<file path="config.mk">
export PLATFORM = sky130hd
export DESIGN_NAME = serial_subtractor
export DESIGN_NICKNAME = d
export VERILOG_FILES = /design/src/rtl/serial_subtractor_pkg.sv /design/src/rtl/serial_subtractor_sub_slice.sv /design/src/rtl/serial_subtractor.sv
export SDC_FILE = /design/constraint.sdc
export NUM_CORES = 1
export LEC_CHECK = 0
export ABC_CLOCK_PERIOD_IN_PS = 2300
export CAP_MARGIN = 25
export CORE_AREA = 2 2 82 84
export CTS_CLUSTER_SIZE = 20
export DETAILED_ROUTE_END_ITERATION = 8
export DIE_AREA = 0 0 84 86
export PLACE_DENSITY = 0.8
export SLEW_MARGIN = 25
export SYNTH_ARGS = -nofsm -noshare
export SYNTH_HDL_FRONTEND = slang
export SYNTH_SLANG_ARGS = --single-unit
</file>
<file path="constraint.sdc">
create_clock -name clk -period 2.3 [get_ports clk]
set_input_delay 0.46 -clock clk [delete_from_list [all_inputs] [get_ports clk]]
set_output_delay 0.46 -clock clk [all_outputs]
set_load 0.02 [all_outputs]
</file>
<file path="src/rtl/serial_subtractor_pkg.sv">
// Shared types and elaboration helpers for the serial subtractor.
package serial_subtractor_pkg;

    // Controller states; the encoding is fixed so IDLE is the all-zero state.
    typedef enum logic {
        S_IDLE = 1'b0,
        S_RUN  = 1'b1
    } state_t;

    // Number of DIGIT-wide slices in a WIDTH-bit operand.
    function automatic int slice_count(input int width, input int digit);
        return width / digit;
    endfunction

    // Slice counter width: enough to hold 0..n-1, never narrower than one bit.
    function automatic int cnt_width(input int n);
        return (n > 1) ? $clog2(n) : 1;
    endfunction

endpackage

</file>
<file path="src/rtl/serial_subtractor_sub_slice.sv">
// Combinational ripple-borrow subtractor slice: d = x - y - bi over DIGIT bits.
module sub_slice #(
    parameter int DIGIT = 4
) (
    input  logic [DIGIT-1:0] x,
    input  logic [DIGIT-1:0] y,
    input  logic             bi,
    output logic [DIGIT-1:0] d,
    output logic             bo
);

    logic borrow;

    // Ripple the borrow LSB to MSB using the 1-bit full-subtractor cell.
    always_comb begin
        // NOTE: every signal written here gets a value before any conditional
        // or loop touches it, so no latch can be inferred.
        borrow = bi;
        d      = '0;
        for (int i = 0; i < DIGIT; i++) begin
            d[i]   = x[i] ^ y[i] ^ borrow;
            borrow = (borrow & ~(x[i] ^ y[i])) | (~x[i] & y[i]);
        end
        bo = borrow;
    end

endmodule

</file>
<file path="src/rtl/serial_subtractor.sv">
// Multi-cycle subtractor: diff = a - b - bin, DIGIT bits per clock, LSB slice
// first, with a start/busy/done handshake and borrow/overflow/zero flags.
module serial_subtractor
    import serial_subtractor_pkg::*;
#(
    parameter int WIDTH = 16,
    parameter int DIGIT = 4
) (
    input  logic             clk,
    input  logic             rst,
    input  logic             start,
    input  logic [WIDTH-1:0] a,
    input  logic [WIDTH-1:0] b,
    input  logic             bin,
    output logic             busy,
    output logic             done,
    output logic [WIDTH-1:0] diff,
    output logic             bout,
    output logic             ovf,
    output logic             zero
);

    localparam int N  = slice_count(WIDTH, DIGIT);
    localparam int CW = cnt_width(N);

    // Refuse to build a configuration whose width is not a whole number of slices.
    if (DIGIT < 1 || WIDTH < 1 || (WIDTH % DIGIT) != 0) begin : g_width_check
        $error("serial_subtractor: WIDTH (%0d) must be a positive multiple of DIGIT (%0d)",
               WIDTH, DIGIT);
    end

    state_t           state;
    state_t           state_next;
    logic             accept;
    logic             finish;
    logic             last;

    // Operands shift right by one slice per RUN cycle, so the active slice is
    // always the low DIGIT bits.
    logic [WIDTH-1:0] a_reg;
    logic [WIDTH-1:0] b_reg;
    logic             borrow_reg;
    logic             a_msb;
    logic             b_msb;
    logic [CW-1:0]    cnt;

    // Result slices shift in from the top, so after N slices acc is aligned.
    logic [WIDTH-1:0] acc;
    logic [WIDTH-1:0] acc_next;
    logic [DIGIT-1:0] slice_d;
    logic             slice_bo;

    sub_slice #(.DIGIT(DIGIT)) u_slice (
        .x  (a_reg[DIGIT-1:0]),
        .y  (b_reg[DIGIT-1:0]),
        .bi (borrow_reg),
        .d  (slice_d),
        .bo (slice_bo)
    );

    assign last     = (cnt == CW'(N - 1));
    assign busy     = (state == S_RUN);
    assign acc_next = (acc >> DIGIT) | (WIDTH'(slice_d) << (WIDTH - DIGIT));

    // State register.
    always_ff @(posedge clk) begin
        // NOTE: clocked state uses non-blocking assignments so every register
        // samples pre-edge values regardless of block ordering.
        if (rst) state <= S_IDLE;
        else     state <= state_next;
    end

    // Next-state logic: accept start only in IDLE, finish on the last slice.
    always_comb begin
        state_next = state;
        accept     = 1'b0;
        finish     = 1'b0;
        case (state)
            S_IDLE: begin
                if (start) begin
                    accept     = 1'b1;
                    state_next = S_RUN;
                end
            end
            S_RUN: begin
                if (last) begin
                    finish     = 1'b1;
                    state_next = S_IDLE;
                end
            end
            default: state_next = S_IDLE;
        endcase
    end

    // Operand capture and per-slice shifting of operands, borrow and partial result.
    always_ff @(posedge clk) begin
        if (rst) begin
            a_reg      <= '0;
            b_reg      <= '0;
            borrow_reg <= 1'b0;
            a_msb      <= 1'b0;
            b_msb      <= 1'b0;
            cnt        <= '0;
            acc        <= '0;
        end else if (accept) begin
            a_reg      <= a;
            b_reg      <= b;
            borrow_reg <= bin;
            a_msb      <= a[WIDTH-1];
            b_msb      <= b[WIDTH-1];
            cnt        <= '0;
            acc        <= '0;
        end else if (state == S_RUN) begin
            a_reg      <= a_reg >> DIGIT;
            b_reg      <= b_reg >> DIGIT;
            borrow_reg <= slice_bo;
            acc        <= acc_next;
            if (!last) cnt <= cnt + CW'(1);
        end
    end

    // Publish the result and flags only on completion; they hold otherwise.
    always_ff @(posedge clk) begin
        if (rst) begin
            done <= 1'b0;
            diff <= '0;
            bout <= 1'b0;
            ovf  <= 1'b0;
            zero <= 1'b0;
        end else begin
            done <= finish;
            if (finish) begin
                diff <= acc_next;
                bout <= slice_bo;
                ovf  <= (a_msb ^ b_msb) & (acc_next[WIDTH-1] ^ a_msb);
                zero <= (acc_next == '0);
            end
        end
    end

endmodule
</file>
Word level (Yosys, flattened, before mapping)
Index checks and enable logic that the tools add are counted.
{"block": "op_classes", "add_sub_neg": 1, "multipliers": 0, "div_mod_pow": 0, "n_lt_le_gt_ge": 0, "eq_ne": 1, "shift": 0, "mux": 12, "bitwise_logic": 34, "reduce_logical": 4}
{"op": "two-way mux 16 bit", "n": 4}
{"op": "logical NOT 16 bit", "n": 1}
{"op": "OR 12 x 16 -> 16 bit", "n": 1}
{"op": "inverter 1 bit", "n": 10}
{"op": "bitwise XOR 1 bit", "n": 10}
{"op": "bitwise AND 1 bit", "n": 9}
{"op": "two-way mux 1 bit", "n": 7}
{"op": "OR 1 bit", "n": 4}
{"op": "adder 2 x 1 -> 2 bit (second input constant)", "n": 1}
{"op": "equality test 2 bit (second input constant)", "n": 1}
{"op": "case mux 1 bit (2 select lines)", "n": 1}
{"op": "AND reduction 2 bit", "n": 1}
{"op": "nonzero test 2 bit", "n": 1}
{"op": "OR reduction 2 bit", "n": 1}
{"block": "word_totals", "regBits": 74, "latch_bits": 0, "mem_bits_rw": 0, "rom_bits": 0, "inputBits": 36, "memories": 0}

Depth between registers and ports, before layout
{"block": "depth", "word_depth": 12, "mapped_depth": 10, "depth_no_buf": 10}

Hierarchy
From an unflattened synthesis, not the netlist that was laid out.
{"block": "hier_totals", "cells_unflattened": 265, "area_unflattened_um2": 2891.5}
{"module": "serial_subtractor", "n_inst": 1, "cells_each": 251, "area_per_inst_um2": 2773.9, "seq_area_each_um2": 1401.3}
{"module": "sub_slice", "n_inst": 1, "cells_each": 14, "area_per_inst_um2": 117.6, "seq_area_each_um2": 0.0}

Worst setup path before layout
OpenSTA, ideal clock, no wires.
{"block": "synth_path", "kind": "register to register", "startpoint": "register b_reg[0]", "endpoint": "register ovf", "setup_ns": 0.059, "t_arrival_ns": 2.202, "path_slack_ns": 0.039, "path_stages_with_launch": 11, "cell_sequence": "dfxtp_1 inv_1 fa_1 inv_1 fa_1 fa_1 inv_1 fa_1 nand2b_1 o22ai_1 a22o_1"}
{"block": "synth_between", "elab_chain_cells": 12, "word_cells_on_any_way": 13, "cone_classes": "bitwise (13)"}
{"element": "from (decl)", "line_no": "serial_subtractor.sv:41", "rtl": "logic [WIDTH-1:0] b_reg;"}
{"element": "from (signal assigned)", "line_no": "serial_subtractor.sv:115", "rtl": "b_reg <= b_reg >> DIGIT;"}
{"element": "bitwise XOR 1 bit", "line_no": "serial_subtractor_sub_slice.sv:22", "rtl": "borrow = (borrow & ~(x[i] ^ y[i])) | (~x[i] & y[i]);"}
{"element": "inverter 1 bit", "line_no": "serial_subtractor_sub_slice.sv:22"}
{"element": "bitwise AND 1 bit", "line_no": "serial_subtractor_sub_slice.sv:22"}
{"element": "OR 1 bit (*)", "line_no": "serial_subtractor_sub_slice.sv:22"}
{"element": "bitwise AND 1 bit (*)", "line_no": "serial_subtractor_sub_slice.sv:22"}
{"element": "OR 1 bit (*)", "line_no": "serial_subtractor_sub_slice.sv:22"}
{"element": "bitwise AND 1 bit (*)", "line_no": "serial_subtractor_sub_slice.sv:22"}
{"element": "OR 1 bit (*)", "line_no": "serial_subtractor_sub_slice.sv:22"}
{"element": "bitwise XOR 1 bit (*)", "line_no": "serial_subtractor_sub_slice.sv:21", "rtl": "d[i] = x[i] ^ y[i] ^ borrow;"}
{"element": "OR 12 x 16 -> 16 bit (*)", "line_no": "serial_subtractor.sv:63", "rtl": "assign acc_next = (acc >> DIGIT) | (WIDTH'(slice_d) << (WIDTH - DIGIT));"}
{"element": "net acc_next[15]", "line_no": "serial_subtractor.sv:49", "rtl": "logic [WIDTH-1:0] acc_next;"}
{"element": "bitwise XOR 1 bit (*)", "line_no": "serial_subtractor.sv:135", "rtl": "ovf <= (a_msb ^ b_msb) & (acc_next[WIDTH-1] ^ a_msb);"}
{"element": "bitwise AND 1 bit (*)", "line_no": "serial_subtractor.sv:135"}
{"element": "to (signal assigned)", "line_no": "serial_subtractor.sv:135"}
{"element": "to (decl)", "line_no": "serial_subtractor.sv:19", "rtl": "output logic ovf,"}
Mark *: on every way through the listed nets, which the timed path passes. The rest lies on a longest branch.
A chain may end at the register's enable or synchronous reset.

Final worst setup path
Ends and elaborated chain as after synthesis.

==> flow_metrics.tcl <==
set metrics [dict create \
    core_mm2 0.00628 \
    vias 2046 \
    core.rowCount 29 \
    routed_wl_um 5630 \
    routabilityCongestion 0.808 \
    tightest_slew_ns 0.481 \
    path_max_fanout 4 \
    cts_buffers 9 \
    drc 0 \
    fin_area_mm2 0.00368 \
    critPathCaptureType "flop" \
    yosysWarnings 0 \
    post_dp_cell_area_mm2 0.00345 \
    grt_overflow 0 \
    cp_num_buf_inv 3 \
    startpoint "b_reg[0]$_SDFFE_PP0P_" \
    yosysSeqAreaShare 0.488 \
    syn_nets 305 \
    antenna_found_initial 0 \
    critical_path_depth 10 \
    arrival_ns 2.57 \
    powerDensity_mw_per_mm2 719 \
    synth_seq_cells 70 \
    crit_type "reg -> reg" \
    path_clk_slew_ns 0.08 \
    dpl.cell_count 386 \
    grt_first_pass_wirelength_um 9320 \
    r2r_cells 10 \
    period_needed_ns 2.27 \
    ioPinCount 57 \
    crit_chain "inv_2, fa_2, inv_2, fa_2, fa_2, inv_2, fa_2, nand2b_4, o22ai_2, a22o_1" \
    dr.pass1.iters 4 \
    cts_tree "yes" \
    finish.net_count 361 \
    rsz0062_at_grt "yes" \
    relSlewSlack 0.679 \
    ant_nets 0 \
    die_area_mm2 0.00722 \
    fin_skew_ns 0.0105 \
    post_route_cells_drive_above_1_share 0.197 \
    clock_latency_ns 0.35 \
    n_antenna_cell 0 \
    regArea_mm2 0.00141 \
    synth.distinct_cells 29 \
    ir_drop_v 0.000555 \
    grt_pass1_vias 2000 \
    setup_viol 0 \
    die_w_um 84 \
    netlist_area_mm2 0.00287 \
    final_util 0.586 \
    cpMostUsedCell "fa_2" \
    cpLargestDelayFamily "adder cells" \
    dpl.hpwl_um 4040 \
    max_freq_ghz 0.440 \
    cpPeakStageDelay_ns 0.46 \
    hp-class "reg -> reg" \
    multiInputGateArea_mm2 0.00134 \
    drtIter0Drc 94 \
    clock_sinks 70 \
    critPathCapture "ovf$_SDFFE_PP0P_" \
    cts_hold_buf 0 \
    initial_core_util 0.457 \
    maxCapViolations 0 \
    syn-instance-count 264 \
    required_ns 2.59 \
    finalHoldViolations 0 \
    outcome "complete, no violations" \
    syn_avg_cell_area_um2 10.9 \
    r2r_end "ovf$_SDFFE_PP0P_" \
    cts_max_path_buffers 2 \
    r2r_slack_ns 0.03 \
    syn_to_final_growth_pct 28.1 \
    wire_per_inst_um 14.0 \
    p_leak_nw 1.47 \
    root_buffer "clkbuf_8" \
    vias_per_cell 5.09 \
    r2r_start "b_reg[0]$_SDFFE_PP0P_" \
    h-tree-depth 3 \
    crit_slowest_cell "fa_2" \
    grt_use_total 0.164 \
    critPathLaunchType "flop" \
    finalCritPeriodShare 0.989 \
    portBuffers 56 \
    slew_viol_final 0 \
    die_h_um 86 \
    grt_max_degree 33 \
    nFillCells 531 \
    stdcell_count 402 \
    fin_tns_setup_ns 0 \
]
-- how the worst min path moves through the flow --
stage                                      from                     to  cells after the start
after global placement    diff[14]$_SDFFE_PP0P_  diff[14]$_SDFFE_PP0P_                      2
final                         zero$_SDFFE_PP0P_      zero$_SDFFE_PP0P_                      2
after global routing       diff[2]$_SDFFE_PP0P_   diff[2]$_SDFFE_PP0P_                      1
after detailed placement  diff[14]$_SDFFE_PP0P_  diff[14]$_SDFFE_PP0P_                      2
after floorplan           a_reg[4]$_SDFFE_PP0P_  a_reg[0]$_SDFFE_PP0P_                      2
after CTS                     zero$_SDFFE_PP0P_      zero$_SDFFE_PP0P_                      2
-- per-layer routing --
metal / wire, um / up-vias / GRT usage
met5: 0 / - / 0
met4: 76 / 0 / 0.0616
met3: 290 / 8 / 0.0539
met2: 2710 / 54 / 0.269
met1: 2550 / 963 / 0.203
li1: - / 1021 / -
-- cells in the final DEF (no fill, tap or decap), drive strengths merged --
cell type      instances
a211oi                 4
a21oi                  1
a22o                  15
buf                    8
bufinv                 1
clkbuf                11
clkdlybuf4s50         55
clkinv                 2
clkinvlp               2
dfxtp                 70
fa                     4
ha                     1
inv                    8
mux2                  24
mux2i                 45
nand2                  7
nand2b                 1
nand4                  1
nor2                  49
nor2b                  3
nor4                   3
o21a                   1
o21ai                  3
o22ai                  1
o31ai                  1
or2                    3
xnor2                  1
-- where the power goes --
group	switching [mW]	internal [mW]
clock network	0.462	0.530
logic	0.159	0.201
registers	0.0314	1.26
total	0.653	1.99
-- area by class of cell --
cell class | count | area share
Clock buffer | 11 | 0.0384
Clock inverter | 5 | 0.0160
Inverter | 8 | 0.00817
Multi-Input combinational cell | 168 | 0.364
Sequential cell | 70 | 0.382
Tap cell | 77 | 0.0262
Timing Repair Buffer | 63 | 0.165
-- logic make-up after synthesis --
logic type / Yosys count / share of synthesized area
AO/OA/AOI/OAI: 26 / 0.0706
flip-flops: 70 / 0.488
XOR/XNOR: 1 / 0.00305
AND/OR/NAND/NOR: 67 / 0.101
multiplexers: 69 / 0.251
buffers and inverters: 26 / 0.0541
adder cells (fa/ha/maj): 5 / 0.0323
-- cells in the mapped netlist (all sizes together) --
library cell | instances | area share
o21a | 1 | 0.0026
inv | 8 | 0.010
or2 | 3 | 0.0074
nor2 | 49 | 0.064
nor2b | 3 | 0.0092
o31ai | 1 | 0.0026
mux2 | 24 | 0.094
o22ai | 1 | 0.0022
nand2 | 7 | 0.0092
nand2b | 1 | 0.0022
dfxtp | 70 | 0.49
nor4 | 3 | 0.0065
clkbuf | 3 | 0.0039
buf | 15 | 0.040
a22o | 15 | 0.046
a21oi | 1 | 0.0017
ha | 1 | 0.0044
xnor2 | 1 | 0.0031
a211oi | 4 | 0.010
mux2i | 45 | 0.16
o21ai | 3 | 0.0052
nand4 | 1 | 0.0022
fa | 4 | 0.028
-- through the flow --
| stage | hold WS (ns) | setup slack, ns | power (mW) |
|---|---|---|---|
| after CTS | 0.474 | -0.0111 | 2.64 |
| after detailed placement | 0.460 | -0.0899 | 1.66 |
| after floorplan | 0.459 | 0.0390 | 1.54 |
| after global placement | 0.454 | -0.0103 | 1.65 |
| after global routing | 0.502 | -0.0999 | 2.75 |
| final | 0.470 | 0.0264 | 2.64 |
-- tightest hold or removal path: cells and delay by family (launching register included) --
family | cells | cell delay (ns)
DFF | 1 | 0.32
and+or+nand+nor | 1 | 0.06
AOI/OAI and AO/OA | 1 | 0.05
-- what timing repair did --
action | CTS | global route
setup endpoints to repair | 4 | 4
pin swaps | 2 | 2
setup buffers | 0 | 0
resized for setup | 6 | 6
(Power assumes the default switching activity.)
